<file path="src/rtl/seq_dp_pkg.sv">
// Shared encodings for the self-sequencing datapath: op fields, write-back sources, FSM states.
package seq_dp_pkg;

    localparam logic [1:0] ALU_ADD  = 2'b00;
    localparam logic [1:0] ALU_SUB  = 2'b01;
    localparam logic [1:0] ALU_AND  = 2'b10;
    localparam logic [1:0] ALU_NOTB = 2'b11;

    localparam logic [1:0] SH_NONE = 2'b00;
    localparam logic [1:0] SH_LSL  = 2'b01;
    localparam logic [1:0] SH_LSR  = 2'b10;
    localparam logic [1:0] SH_ASR  = 2'b11;

    localparam logic [1:0] VSEL_C     = 2'b00;
    localparam logic [1:0] VSEL_PC    = 2'b01;
    localparam logic [1:0] VSEL_IMM8  = 2'b10;
    localparam logic [1:0] VSEL_MDATA = 2'b11;

    typedef enum logic [2:0] {
        ST_IDLE = 3'd0,
        ST_RDA  = 3'd1,
        ST_RDB  = 3'd2,
        ST_EXEC = 3'd3,
        ST_WB   = 3'd4
    } state_t;

    // Width-independent control fields latched when an operation is accepted.
    typedef struct packed {
        logic [1:0] shift;
        logic [1:0] alu_op;
        logic       asel;
        logic       bsel;
        logic [1:0] vsel;
        logic       wb_en;
        logic       set_flags;
    } op_ctl_t;

endpackage

</file>
<file path="src/rtl/dp_regfile.sv">
// Register file: one synchronous write port, one combinational read port, async clear.
module dp_regfile #(
    parameter int W    = 16,
    parameter int NREG = 8,
    localparam int RW  = $clog2(NREG)
) (
    input  logic          clk,
    input  logic          rst_n,
    input  logic          we,
    input  logic [RW-1:0] waddr,
    input  logic [W-1:0]  wdata,
    input  logic [RW-1:0] raddr,
    output logic [W-1:0]  rdata
);

    logic [NREG-1:0][W-1:0] regs;

    always_ff @(posedge clk or negedge rst_n) begin
        if (!rst_n)
            regs <= '0;
        else if (we)
            regs[waddr] <= wdata;
    end

    assign rdata = regs[raddr];

endmodule

</file>
<file path="src/rtl/seq_datapath.sv">
// Self-sequencing datapath: one start/done transaction walks an op through RDA, RDB, EXEC, WB.
module seq_datapath
    import seq_dp_pkg::*;
#(
    parameter int W    = 16,
    parameter int NREG = 8,
    parameter int PC_W = 9,
    localparam int RW  = $clog2(NREG)
) (
    input  logic            clk,
    input  logic            rst_n,
    input  logic            start,
    input  logic [RW-1:0]   rn,
    input  logic [RW-1:0]   rm,
    input  logic [RW-1:0]   rd,
    input  logic [1:0]      shift,
    input  logic [1:0]      alu_op,
    input  logic            asel,
    input  logic            bsel,
    input  logic [1:0]      vsel,
    input  logic            wb_en,
    input  logic            set_flags,
    input  logic [W-1:0]    sximm5,
    input  logic [W-1:0]    sximm8,
    input  logic [PC_W-1:0] pc,
    input  logic [W-1:0]    mdata,
    output logic            busy,
    output logic            done,
    output logic [W-1:0]    dp_out,
    output logic            N,
    output logic            V,
    output logic            Z
);

    state_t           state, state_nxt;
    op_ctl_t          ctl;
    logic [RW-1:0]    rn_q, rm_q, rd_q;
    logic [W-1:0]     imm5_q, imm8_q;
    logic [PC_W-1:0]  pc_q;
    logic [W-1:0]     a_q, b_q, c_q;
    logic             n_q, v_q, z_q, done_q;

    logic [RW-1:0]    raddr;
    logic [W-1:0]     rdata, b_sh, ain, bin, alu_out, wb_data;
    logic             ovf, rf_we;

    always_comb begin
        state_nxt = state;
        unique case (state)
            ST_IDLE: if (start) state_nxt = ST_RDA;
            ST_RDA:  state_nxt = ST_RDB;
            ST_RDB:  state_nxt = ST_EXEC;
            ST_EXEC: state_nxt = ST_WB;
            ST_WB:   state_nxt = ST_IDLE;
            default: state_nxt = ST_IDLE;
        endcase
    end

    // Single read port is time-shared: rn during RDA, rm otherwise.
    assign raddr = (state == ST_RDA) ? rn_q : rm_q;

    always_comb begin
        b_sh = b_q;
        unique case (ctl.shift)
            SH_LSL:  b_sh = {b_q[W-2:0], 1'b0};
            SH_LSR:  b_sh = {1'b0, b_q[W-1:1]};
            SH_ASR:  b_sh = {b_q[W-1], b_q[W-1:1]};
            default: b_sh = b_q;
        endcase
    end

    assign ain = ctl.asel ? '0 : a_q;
    assign bin = ctl.bsel ? imm5_q : b_sh;

    always_comb begin
        alu_out = '0;
        ovf     = 1'b0;
        unique case (ctl.alu_op)
            ALU_ADD: begin
                alu_out = ain + bin;
                ovf     = (ain[W-1] == bin[W-1]) && (alu_out[W-1] != ain[W-1]);
            end
            ALU_SUB: begin
                alu_out = ain - bin;
                ovf     = (ain[W-1] != bin[W-1]) && (alu_out[W-1] != ain[W-1]);
            end
            ALU_AND:  alu_out = ain & bin;
            default:  alu_out = ~bin;
        endcase
    end

    always_comb begin
        wb_data = c_q;
        unique case (ctl.vsel)
            VSEL_PC:    wb_data = W'(pc_q);
            VSEL_IMM8:  wb_data = imm8_q;
            VSEL_MDATA: wb_data = mdata;
            default:    wb_data = c_q;
        endcase
    end

    assign rf_we = (state == ST_WB) && ctl.wb_en;

    dp_regfile #(.W(W), .NREG(NREG)) u_rf (
        .clk   (clk),
        .rst_n (rst_n),
        .we    (rf_we),
        .waddr (rd_q),
        .wdata (wb_data),
        .raddr (raddr),
        .rdata (rdata)
    );

    always_ff @(posedge clk or negedge rst_n) begin
        if (!rst_n) begin
            state  <= ST_IDLE;
            ctl    <= '0;
            rn_q   <= '0;
            rm_q   <= '0;
            rd_q   <= '0;
            imm5_q <= '0;
            imm8_q <= '0;
            pc_q   <= '0;
            a_q    <= '0;
            b_q    <= '0;
            c_q    <= '0;
            n_q    <= 1'b0;
            v_q    <= 1'b0;
            z_q    <= 1'b0;
            done_q <= 1'b0;
        end else begin
            state  <= state_nxt;
            done_q <= (state == ST_WB);
            unique case (state)
                ST_IDLE: if (start) begin
                    ctl    <= '{shift: shift, alu_op: alu_op, asel: asel, bsel: bsel,
                                vsel: vsel, wb_en: wb_en, set_flags: set_flags};
                    rn_q   <= rn;
                    rm_q   <= rm;
                    rd_q   <= rd;
                    imm5_q <= sximm5;
                    imm8_q <= sximm8;
                    pc_q   <= pc;
                end
                ST_RDA:  a_q <= rdata;
                ST_RDB:  b_q <= rdata;
                ST_EXEC: begin
                    c_q <= alu_out;
                    if (ctl.set_flags) begin
                        n_q <= alu_out[W-1];
                        z_q <= (alu_out == '0);
                        v_q <= ovf;
                    end
                end
                default: ;
            endcase
        end
    end

    assign busy   = (state != ST_IDLE);
    assign done   = done_q;
    assign dp_out = c_q;
    assign N      = n_q;
    assign V      = v_q;
    assign Z      = z_q;

endmodule
</file>
<file path="config.mk">
export PLATFORM = sky130hd
export DESIGN_NAME = seq_datapath
export DESIGN_NICKNAME = d
export VERILOG_FILES = /design/src/rtl/seq_dp_pkg.sv /design/src/rtl/dp_regfile.sv /design/src/rtl/seq_datapath.sv
export SDC_FILE = /design/constraint.sdc
export NUM_CORES = 1
export LEC_CHECK = 0
export ABC_AREA = 1
export BUFFER_PORTS_ARGS = -buffer_cell sky130_fd_sc_hd__buf_2
export CORE_ASPECT_RATIO = 0.9
export CORE_MARGIN = 5
export CORE_UTILIZATION = 55
export CTS_CLUSTER_DIAMETER = 30
export DETAILED_ROUTE_END_ITERATION = 7
export PLACE_DENSITY = 0.77
export SLEW_MARGIN = 20
export SYNTH_ARGS = -nofsm -noshare
export SYNTH_HDL_FRONTEND = slang
export SYNTH_HIERARCHICAL = 1
export SYNTH_SLANG_ARGS = --single-unit
</file>
<file path="constraint.sdc">
create_clock -name clk -period 6.6 [get_ports clk]
set_input_delay 0.33 -clock clk [delete_from_list [all_inputs] [get_ports clk]]
set_output_delay 0.33 -clock clk [all_outputs]
set_load 0.01 [all_outputs]
</file>
==> impl_metrics.tcl, run 1 <==
set metrics [dict create \
    status "finished, final reports clean" \
    viasPerCell 5.475 \
    synth-simple-area-share_pct 27.39 \
    total_power_w 0.01060 \
    min_path_type "in2reg" \
    crit_start "state[1]$_DFFE_PN0P_" \
    drc_errors 0 \
    setup_viol 0 \
    synth_flop_cell "dfrtp_1" \
    p_sw_w 0.004875 \
    final_util_pct 66.48 \
    p_seq_share_pct 24.3 \
    netlist.area_leader.share_pct 43.56 \
    synthMuxAreaShare_pct 3.792 \
    drt-wirelength-per-cell_microns 17.35 \
    htreeDepth 2 \
    cts_resized 0 \
    cp.required_ns 7.03 \
    track_usage_pct 29.13 \
    num_vias 13064 \
    cts_tree "built" \
    post_cts_buffers 0 \
    grt_max_degree 115 \
    synth_compound_area_share_pct 10.46 \
    synthTopCellsByArea "dfrtp_1 44%, nand2_1 18%, inv_1 7.8%" \
    r2r_setup_slack_ns 2.73 \
    clk_pin_slew_ns 0.05 \
    worstSetupEndpointType "register" \
    die-area_sq_mm 0.02867 \
    die_h_microns 161.1 \
    postSynth.asyncResetShare_pct 100.0 \
    nFillCells 2119 \
    crit_end "a_q[10]$_DFFE_PN0P_" \
    final_cell_area_sq_mm 0.01665 \
    dp.cells 2279 \
    clk_latency_ns 0.56 \
    grt_pass1_vias 12946 \
    drive_gt1_share_pct 14.24 \
    synth_cells 1917 \
    synthToLayoutAreaGrowth_pct 19.30 \
    p_clk_share_pct 27.3 \
    grt_first_pass_wirelength_microns 67260 \
    synth-xor-area-share_pct 0.1255 \
    place_congestion 0.9902 \
    dpl_cell_area_sq_mm 0.01453 \
    swShare_pct 45.97 \
    grt_antenna_before_repair 1 \
    relSlewSlack_pct 26.41 \
    routed_wl_microns 41390 \
    cts_sinks 243 \
    final_common_cell "nand2_1" \
    yosysWarnings 6 \
    synth_edf_count 0 \
    cpMostUsedCell "nand2_1" \
    ant_nets 0 \
    fmax_mhz 258.7 \
    powerDensity_mw_per_mm2 636.8 \
    root_buffer "clkbuf_16" \
    syn_area_sq_mm 0.01396 \
    post-route-period-util_pct 58.57 \
    tns_ns 0 \
    rsz0062_at_grt "no" \
    cts_made_buffers 50 \
    r2r_start "state[1]$_DFFE_PN0P_" \
    synth_area_leader_cell "dfrtp_1" \
    diodes 0 \
    floorplan.initialDensity_pct 55.72 \
    hold_violations 0 \
    final_nets 2118 \
    ys_ff_latch 243 \
    synthAdderAreaFrac_pct 3.335 \
    synth_cell_types 46 \
    seq_area_frac_synth_pct 43.56 \
    syn-num-nets 2032 \
    fin_cells 2386 \
    crit_chain "inv_1 > nand3_1 > buf_4 > nand2_1 > o21ai_4 > buf_4 > clkinv_2 > nand2_1 > nand3_1 > nand2_1 > nand2_1 > nand2_1 > inv_1 > o21ai_0" \
    crit_type "reg2reg" \
    rr_worst_depth 14 \
    p_leak_nw 9.339 \
    die_x_microns 177.9 \
    r2r_end "a_q[10]$_DFFE_PN0P_" \
    finalMaxSlewViolations 0 \
    critPathMaxFanout 65 \
    critPathArrivalTime_ns 4.30 \
    synth_top_family_by_area "simple AND/OR/NAND/NOR gates" \
    placement_rows 55 \
    cp-start-kind "register" \
    cts_max_path_buffers 3 \
    firstDrtPassIters 6 \
    syn_avg_cell_area_sq_um 7.281 \
    gr-total-overflow 0 \
    maxCapViolations 0 \
    fin_crit_ns 3.866 \
    irDropWorstVdd_mv 0.3785 \
    core-area_sq_mm 0.02505 \
    tightestPinTransition_ns 1.101 \
    post-dp-hpwl_microns 28060 \
    power.internal_w 0.005729 \
    mostFrequentLayoutCells "648 x nand2_1, 290 x inv_1, 243 x dfrtp_1" \
    io_buffers 99 \
    skew_ns 0.05177 \
    drtIter0Drc 1378 \
    p_comb_share_pct 48.4 \
    crit_slowest_cell "clkinv_2" \
    cpPeakStageDelay_ns 0.99 \
    boundaryPins 100 \
]
[per-stage QoR]
step                      setup slack, ns  hold slack (ns)
after global routing                2.407         0.006547
final                               2.734         0.005489
after detailed placement            3.135           0.4678
after CTS                           3.113        0.0003090
after floorplan                     4.029          0.03441
after global placement              3.033           0.4605
[Yosys cell counts, types with 4 or more instances]
| library cell | count |
|---|---|
| a21oi_1 | 37 |
| buf_2 | 37 |
| buf_4 | 8 |
| buf_6 | 6 |
| clkbuf_1 | 31 |
| clkbuf_2 | 4 |
| dfrtp_1 | 243 |
| ha_1 | 34 |
| inv_1 | 290 |
| inv_2 | 7 |
| mux2_2 | 47 |
| nand2_1 | 653 |
| nand2_2 | 6 |
| nand3_1 | 155 |
| nand4_1 | 18 |
| nor2_1 | 74 |
| nor2_2 | 5 |
| o211ai_1 | 7 |
| o21a_1 | 5 |
| o21ai_0 | 196 |
| o21ai_2 | 6 |
| o22ai_1 | 8 |
[power by group through the flow]
stage                     logic [W]  registers, W  clock network [W]
after floorplan             0.00373       0.00241                  0
after global placement      0.00488       0.00254                  0
after detailed placement    0.00496       0.00256                  0
after CTS                   0.00504       0.00256            0.00291
after global routing        0.00573       0.00264            0.00301
final                       0.00514       0.00258            0.00289
[state kept, by name, summed over array words and instances, names as in the netlist]
signal	flops
pc_q	9
b_q	16
Z	1
ctl	10
a_q	16
rn_q	3
state	3
dp_out	16
imm8_q	16
u_rf/regs	128
N	1
done	1
imm5_q	16
V	1
rd_q	3
rm_q	3
[how the worst min path moves through the flow]
stage	cells past startpoint	slack, ns	startpoint	to
floorplan	0	0.03	rst_n	N$_DFFE_PN0P_
finish	2	0.005	pc[2]	pc_q[2]$_DFFE_PN0P_
CTS	2	0.0003	pc[2]	pc_q[2]$_DFFE_PN0P_
detailed placement	1	0.47	rst_n	u_rf/regs[72]$_DFFE_PN0P_
global placement	1	0.46	rst_n	u_rf/regs[71]$_DFFE_PN0P_
global route	2	0.007	pc[3]	pc_q[3]$_DFFE_PN0P_
[cell families after synthesis]
family	count (synthesis)
xor+xnor	2
compound gates	273
fa+ha+maj	36
mux	47
simple gates	929
buf+inv	387
flops	243
[per-layer routing]
metal | track usage (%) | vias up | routed length (microns)
met4 | 10.62 | 2 | 1482
li1 | - | 6184 | -
met5 | 0 | - | 13
met1 | 40.97 | 6144 | 17580
met3 | 6.459 | 115 | 3892
met2 | 44.51 | 619 | 18420
[cell type report]
class / count / area, sq um / share of cell area (%)
clock buffer: 55 / 1310 / 7.867
tap: 342 / 427.9 / 2.570
timing repair buffer: 123 / 725.7 / 4.358
clock inverter: 38 / 646.9 / 3.885
multi-input combinational: 1287 / 6339 / 38.06
sequential: 243 / 6081 / 36.52
inverter: 298 / 1122 / 6.740
[timing repair]
item                                   in CTS  in global routing
endpoints found under the hold margin     123                  1
setup endpoints to repair                   0                  0
hold buffers                               12                  1
[worst max-delay path: cells and delay by family, from the launching register on]
kind / cells / cell delay, ns
compound gates: 2 / 0.24
simple gates: 7 / 0.95
buf+inv: 5 / 2.08
flops: 1 / 0.37
No activity file was read; power rests on OpenSTA's default activity.
==> inputs of run 2 (changes only) <==
--- a/config.mk
+++ b/config.mk
@@ -12,7 +12,7 @@
 export CORE_UTILIZATION = 55
 export CTS_CLUSTER_DIAMETER = 30
 export DETAILED_ROUTE_END_ITERATION = 7
-export PLACE_DENSITY = 0.77
+export PLACE_DENSITY = 0.8
 export SLEW_MARGIN = 20
 export SYNTH_ARGS = -nofsm -noshare
 export SYNTH_HDL_FRONTEND = slang
==> constraint.sdc (replaced) <==
create_clock -name clk -period 3.2 [get_ports clk]
set_input_delay 0.16 -clock clk [delete_from_list [all_inputs] [get_ports clk]]
set_output_delay 0.16 -clock clk [all_outputs]
set_load 0.01 [all_outputs]
==> impl_metrics.tcl, run 2 (synthesized netlist as in run 1, its figures left out) <==
set metrics [dict create \
    mostFrequentLayoutCells "649 x nand2_1, 290 x inv_1, 242 x dfrtp_1" \
    cpPeakStageDelay_ns 0.47 \
    setup_viol 0 \
    fin_crit_ns 3.079 \
    grt_max_degree 100 \
    ant_nets 0 \
    viasPerCell 5.576 \
    final_util_pct 69.24 \
    floorplan.initialDensity_pct 55.72 \
    r2r_setup_slack_ns 0.12 \
    irDropWorstVdd_mv 1.167 \
    powerDensity_mw_per_mm2 1284 \
    tightestPinTransition_ns 0.9387 \
    gr-total-overflow 0 \
    synthToLayoutAreaGrowth_pct 24.26 \
    multi_input_area_sq_mm 0.006436 \
    finalMaxSlewViolations 0 \
    cpMostUsedCell "nand2_1" \
    clk_pin_slew_ns 0.05 \
    cts_sinks 243 \
    final_common_cell "nand2_1" \
    p_leak_nw 9.589 \
    cts_max_path_buffers 3 \
    post-place-ws_ns 0.05321 \
    grt_antenna_before_repair 0 \
    die_x_microns 177.9 \
    critPathBufInv 3 \
    seqCellArea_sq_mm 0.006082 \
    critPathMaxFanout 6 \
    worstSetupEndpointType "register" \
    cts_tree "built" \
    die-area_sq_mm 0.02867 \
    grt_pass1_vias 13342 \
    cp-start-kind "register" \
    dp.cells 2308 \
    drt-wirelength-per-cell_microns 18.42 \
    critPathArrivalTime_ns 3.59 \
    fmax_mhz 324.8 \
    fin_cells 2469 \
    root_buffer "clkbuf_16" \
    crit_slowest_cell "dfrtp_2" \
    crit_type "reg2reg" \
    largest_register_ffs 128 \
    final_nets 2200 \
    placement_rows 55 \
    core-area_sq_mm 0.02505 \
    post-dp-hpwl_microns 29500 \
    relSlewSlack_pct 37.27 \
    hold_violations 0 \
    routed_wl_microns 45480 \
    crit_chain "nor2_4 > buf_4 > nand2_1 > o211ai_1 > nand2_1 > ha_1 > inv_1 > nand2_1 > nand2_1 > nand2_1 > inv_1 > nand2_1 > nand3_1 > nand2_1 > nand3_1 > nand3_1 > nand2_1 > nand2_1 > nor2_1 > nand3_1 > nand2_1" \
    die_h_microns 161.1 \
    num_vias 13767 \
    drive_gt1_share_pct 16.37 \
    cp.required_ns 3.71 \
    htreeDepth 2 \
    io_buffers 99 \
    max_flop_register "u_rf/regs" \
    cts_made_buffers 49 \
    drc_errors 0 \
    post-route-period-util_pct 96.22 \
    track_usage_pct 31.40 \
    maxCapViolations 0 \
    drtIter0Drc 1585 \
    clk_latency_ns 0.58 \
    nFillCells 1960 \
    firstDrtPassIters 6 \
    skew_ns 0.04242 \
    status "finished, final reports clean" \
    min_path_type "in2reg" \
    place_congestion 0.9790 \
    setup_ws_ns 0.1209 \
    boundaryPins 100 \
    cp_top_family "simple AND/OR/NAND/NOR gates" \
    grt_first_pass_wirelength_microns 71720 \
]
[run 2: cell count changes in the layout (fill, tap and decap cells not counted), moves of 3 or more]
cell,before,now
nor2_1,73,70
clkbuf_8,4,10
buf_12,0,4
clkinvlp_4,3,7
buf_4,10,41
clkbuf_1,1,4
a21oi_2,1,6
ha_2,0,10
a21oi_1,37,32
clkinv_2,10,7
dlygate4sd3_1,13,62
ha_1,34,23
bufinv_16,15,5
nor2_2,6,9
[run 2: per-layer routing]
layer / part of all wire (%) / global-route usage (%)
met4: 3.6 / 11.18
met3: 9.5 / 7.114
met2: 45 / 49.01
met5: 0 / 0
met1: 42 / 43.27
[run 2: cell type report]
type,count,area share (%)
multi-input cells,1287,37.11
flip-flops and latches,243,35.07
repair buffers,206,8.729
clock buffers,63,7.950
inverters,298,6.478
well taps,342,2.467
clock inverters,29,2.186
diodes,1,0.01443
[run 2: power by group]
group | switching [W] | internal, W
clock network | 0.00181 | 0.00348
logic | 0.00785 | 0.00381
registers | 0.000951 | 0.00435
[run 2: worst paths after layout]
check / start / to / cells after the start
setup / recovery: ctl[9]$_DFFE_PN0P_ / Z$_DFFE_PN0P_ / 21
hold / removal: mdata[10] / u_rf/regs[122]$_DFFE_PN0P_ / 5
setup reg to reg: ctl[9]$_DFFE_PN0P_ / Z$_DFFE_PN0P_ / 21
hold reg to reg: u_rf/regs[62]$_DFFE_PN0P_ / u_rf/regs[62]$_DFFE_PN0P_ / 2
max in group asynchronous: rst_n / u_rf/regs[63]$_DFFE_PN0P_ / 3
min in group asynchronous: rst_n / u_rf/regs[56]$_DFFE_PN0P_ / 2
[run 2: per-stage QoR]
| step | total power [W] | area, sq um | TNS (ns) | hold WS (ns) |
|---|---|---|---|---|
| global placement | 0.01584 | 14800 | 0 | 0.2433 |
| floorplan | 0.01266 | 13960 | 0 | -0.1356 |
| global route | 0.02371 | 17340 | -0.06395 | 0.09401 |
| detailed placement | 0.01606 | 14800 | 0 | 0.2508 |
| CTS | 0.02159 | 17180 | 0 | 0.02268 |
| finish | 0.02226 | 17340 | 0 | 0.04580 |
[run 2: worst min-delay path, cell delays in order]
cell and delay [ns]:
buf_2 0.08, nand2_1 0.05, nand3_1 0.15, nand2_1 0.07, o21ai_0 0.06
[run 2: what timing repair did]
action                                 in CTS  in global routing
hold buffers                               62                  0
endpoints found under the hold margin     155                  0
setup buffers                               0                  6
gates resized for setup                     0                 37
setup endpoints to repair                   0                 11
==> inputs of run 3 (changes only) <==
--- a/config.mk
+++ b/config.mk
@@ -5,14 +5,13 @@
 export SDC_FILE = /design/constraint.sdc
 export NUM_CORES = 1
 export LEC_CHECK = 0
-export ABC_AREA = 1
 export BUFFER_PORTS_ARGS = -buffer_cell sky130_fd_sc_hd__buf_2
 export CORE_ASPECT_RATIO = 0.9
 export CORE_MARGIN = 5
 export CORE_UTILIZATION = 55
 export CTS_CLUSTER_DIAMETER = 30
 export DETAILED_ROUTE_END_ITERATION = 7
-export PLACE_DENSITY = 0.8
+export PLACE_DENSITY = 0.81
 export SLEW_MARGIN = 20
 export SYNTH_ARGS = -nofsm -noshare
 export SYNTH_HDL_FRONTEND = slang
==> impl_metrics.tcl, run 3 <==
set metrics [dict create \
    cp-start-kind "register" \
    largest_register_ffs 128 \
    seq_area_frac_synth_pct 45.53 \
    crit_type "reg2reg" \
    grt_antenna_before_repair 1 \
    routed_wl_microns 41750 \
    grt_first_pass_wirelength_microns 64620 \
    grt_pass1_vias 11228 \
    drive_gt1_share_pct 49.40 \
    cp.required_ns 3.63 \
    synth_flop_cell "dfrtp_1" \
    synth_common_cells "244 x mux2_2, 243 x dfrtp_1, 56 x nand2_1" \
    synthTopCellsByArea "dfrtp_1 46%, mux2_2 21%, mux4_1 5.5%" \
    num_vias 10664 \
    critPathMaxFanout 5 \
    drtIter0Drc 988 \
    gr-total-overflow 0 \
    synth_area_leader_cell "dfrtp_1" \
    fmax_mhz 281.7 \
    firstDrtPassIters 5 \
    root_buffer "clkbuf_16" \
    skew_ns 0.04537 \
    mostFrequentLayoutCells "244 x mux2_2, 241 x dfrtp_1, 154 x buf_4" \
    clk_pin_slew_ns 0.05 \
    syn-num-nets 1186 \
    syn_avg_cell_area_sq_um 12.47 \
    crit_chain "buf_6 > mux2i_4 > a211oi_2 > or2_4 > inv_1 > ha_2 > nor2_1 > a2111o_1 > a211oi_4 > nor4_2 > xor2_1 > mux4_2 > nand3b_4 > o21ai_2" \
    cts_tree "built" \
    synth_cells 1071 \
    hold_violations 0 \
    tightestPinTransition_ns 0.9585 \
    post-route-period-util_pct 110.9 \
    crit_slowest_cell "a2111o_1" \
    grt_max_degree 104 \
    status "complete, but fails checks" \
    placement_rows 54 \
    drt-wirelength-per-cell_microns 24.32 \
    clk_latency_ns 0.55 \
    viasPerCell 6.211 \
    post-dp-hpwl_microns 25360 \
    netlist.area_leader.share_pct 45.53 \
    postSynth.asyncResetShare_pct 100.0 \
    die-area_sq_mm 0.02751 \
    ant_nets 0 \
    fin_crit_ns 3.550 \
    cts_max_path_buffers 3 \
    synth_most_common_cell "mux2_2" \
    ys_ff_latch 243 \
    cts_sinks 243 \
    max_flop_register "u_rf/regs" \
    tns_ns -1.952 \
    relSlewSlack_pct 36.10 \
    cpPeakStageDelay_ns 0.53 \
    synth_edf_count 0 \
    p_leak_nw 8.565 \
    core-area_sq_mm 0.02405 \
    violations "setup timing" \
    track_usage_pct 30.02 \
    boundaryPins 100 \
    synthToLayoutAreaGrowth_pct 34.13 \
    floorplan.initialDensity_pct 55.53 \
    finalMaxSlewViolations 0 \
    maxCapViolations 0 \
    powerDensity_mw_per_mm2 1133 \
    final_nets 1491 \
    place_congestion 0.9295 \
    die_h_microns 157.8 \
    drc_errors 0 \
    setup_viol 10 \
    total_power_w 0.02029 \
    synth_cell_types 76 \
    worstSetupEndpointType "register" \
    yosysWarnings 6 \
    cts_made_buffers 44 \
    io_buffers 99 \
    die_x_microns 174.3 \
    htreeDepth 2 \
    final_common_cell "mux2_2" \
    setup_ws_ns -0.3504 \
    r2r_setup_slack_ns -0.35 \
    critPathArrivalTime_ns 3.98 \
    irDropWorstVdd_mv 0.5983 \
    diodes 0 \
    min_path_type "in2reg" \
    syn_area_sq_mm 0.01336 \
    rsz0062_at_grt "yes" \
]
[run 3: cell count changes in the layout (fill, tap and decap cells not counted), sizes merged, moves of 11 or more]
cell    change
a211oi     +13
buf       +121
clkbuf     -11
inv       -256
mux2      +197
mux2i      +21
mux4       +42
nand2     -604
nand3     -150
nand4      -13
nor2       -38
nor2b      +30
o21ai     -164
[run 3: stage by stage]
stage               setup WS [ns]  hold WS [ns]  instances  instance area (sq um)  util (%)
global placement          -0.4518        0.2378       1554                  15150     62.98
CTS                       -0.2998        0.1943       1710                  17630     73.28
floorplan                -0.06734       -0.1356       1071                  13480         -
finish                    -0.3504        0.2077       1717                  17910     74.48
detailed placement        -0.4711        0.2528       1554                  15150     62.98
global route              -0.4672        0.2241       1717                  17910     74.48
[run 3: final cells by class]
class / instances / area, sq um
clock inverter: 27 / 260.3
sequential: 243 / 6083
clock buffer: 52 / 1171
inverter: 38 / 145.1
tap: 308 / 385.4
multi-input combinational: 722 / 7417
timing repair buffer: 327 / 2452
fill: 1413 / 6138
[run 3: path summary, 6_finish.rpt]
kind / from / to / cells past startpoint
hold / removal: mdata[2] / u_rf/regs[50]$_DFFE_PN0P_ / 3
min in group asynchronous: rst_n / b_q[2]$_DFFE_PN0P_ / 2
hold reg to reg: N$_DFFE_PN0P_ / N$_DFFE_PN0P_ / 2
setup reg to reg: ctl[8]$_DFFE_PN0P_ / Z$_DFFE_PN0P_ / 14
setup / recovery: ctl[8]$_DFFE_PN0P_ / Z$_DFFE_PN0P_ / 14
max in group asynchronous: rst_n / u_rf/regs[37]$_DFFE_PN0P_ / 3
[run 3: power breakdown]
part	total, W	leakage (nW)	internal, W	switching (W)
combinational	0.0105	4.68	0.00523	0.00528
clock	0.00444	0.679	0.00274	0.00170
sequential	0.00534	3.20	0.00421	0.00113
[run 3: cell families after synthesis]
family | synth area share, %
compound gates | 8.347
xor+xnor | 0.6558
fa+ha+maj | 3.485
buf+inv | 3.635
flops | 45.53
mux | 30.01
simple gates | 8.337
[run 3: worst max-delay path: cells and delay by family, from the launching register on]
kind | cells | cell delay [ns]
AO/OA/AOI/OAI | 4 | 1.13
XOR/XNOR | 1 | 0.16
adder cells (fa/ha/maj) | 1 | 0.22
buffers and inverters | 2 | 0.21
flip-flops | 1 | 0.42
multiplexers | 2 | 0.72
AND/OR/NAND/NOR | 4 | 0.60
[run 3: what timing repair did]
action / CTS / global route
hold endpoints to repair: 160 / 0
gates resized for setup: 71 / 50
setup buffers: 15 / 7
hold buffers: 62 / 0
pin swaps: 30 / 25
setup endpoints to repair: 14 / 14
[run 3: layer usage]
layer / GRT usage (%) / share of wire [%] / vias up
met5: 0 / 0.031 / -
met4: 10.44 / 3.1 / 2
met3: 5.492 / 6.9 / 116
met2: 50.88 / 49 / 496
met1: 39.40 / 41 / 5458
li1: - / - / 4592
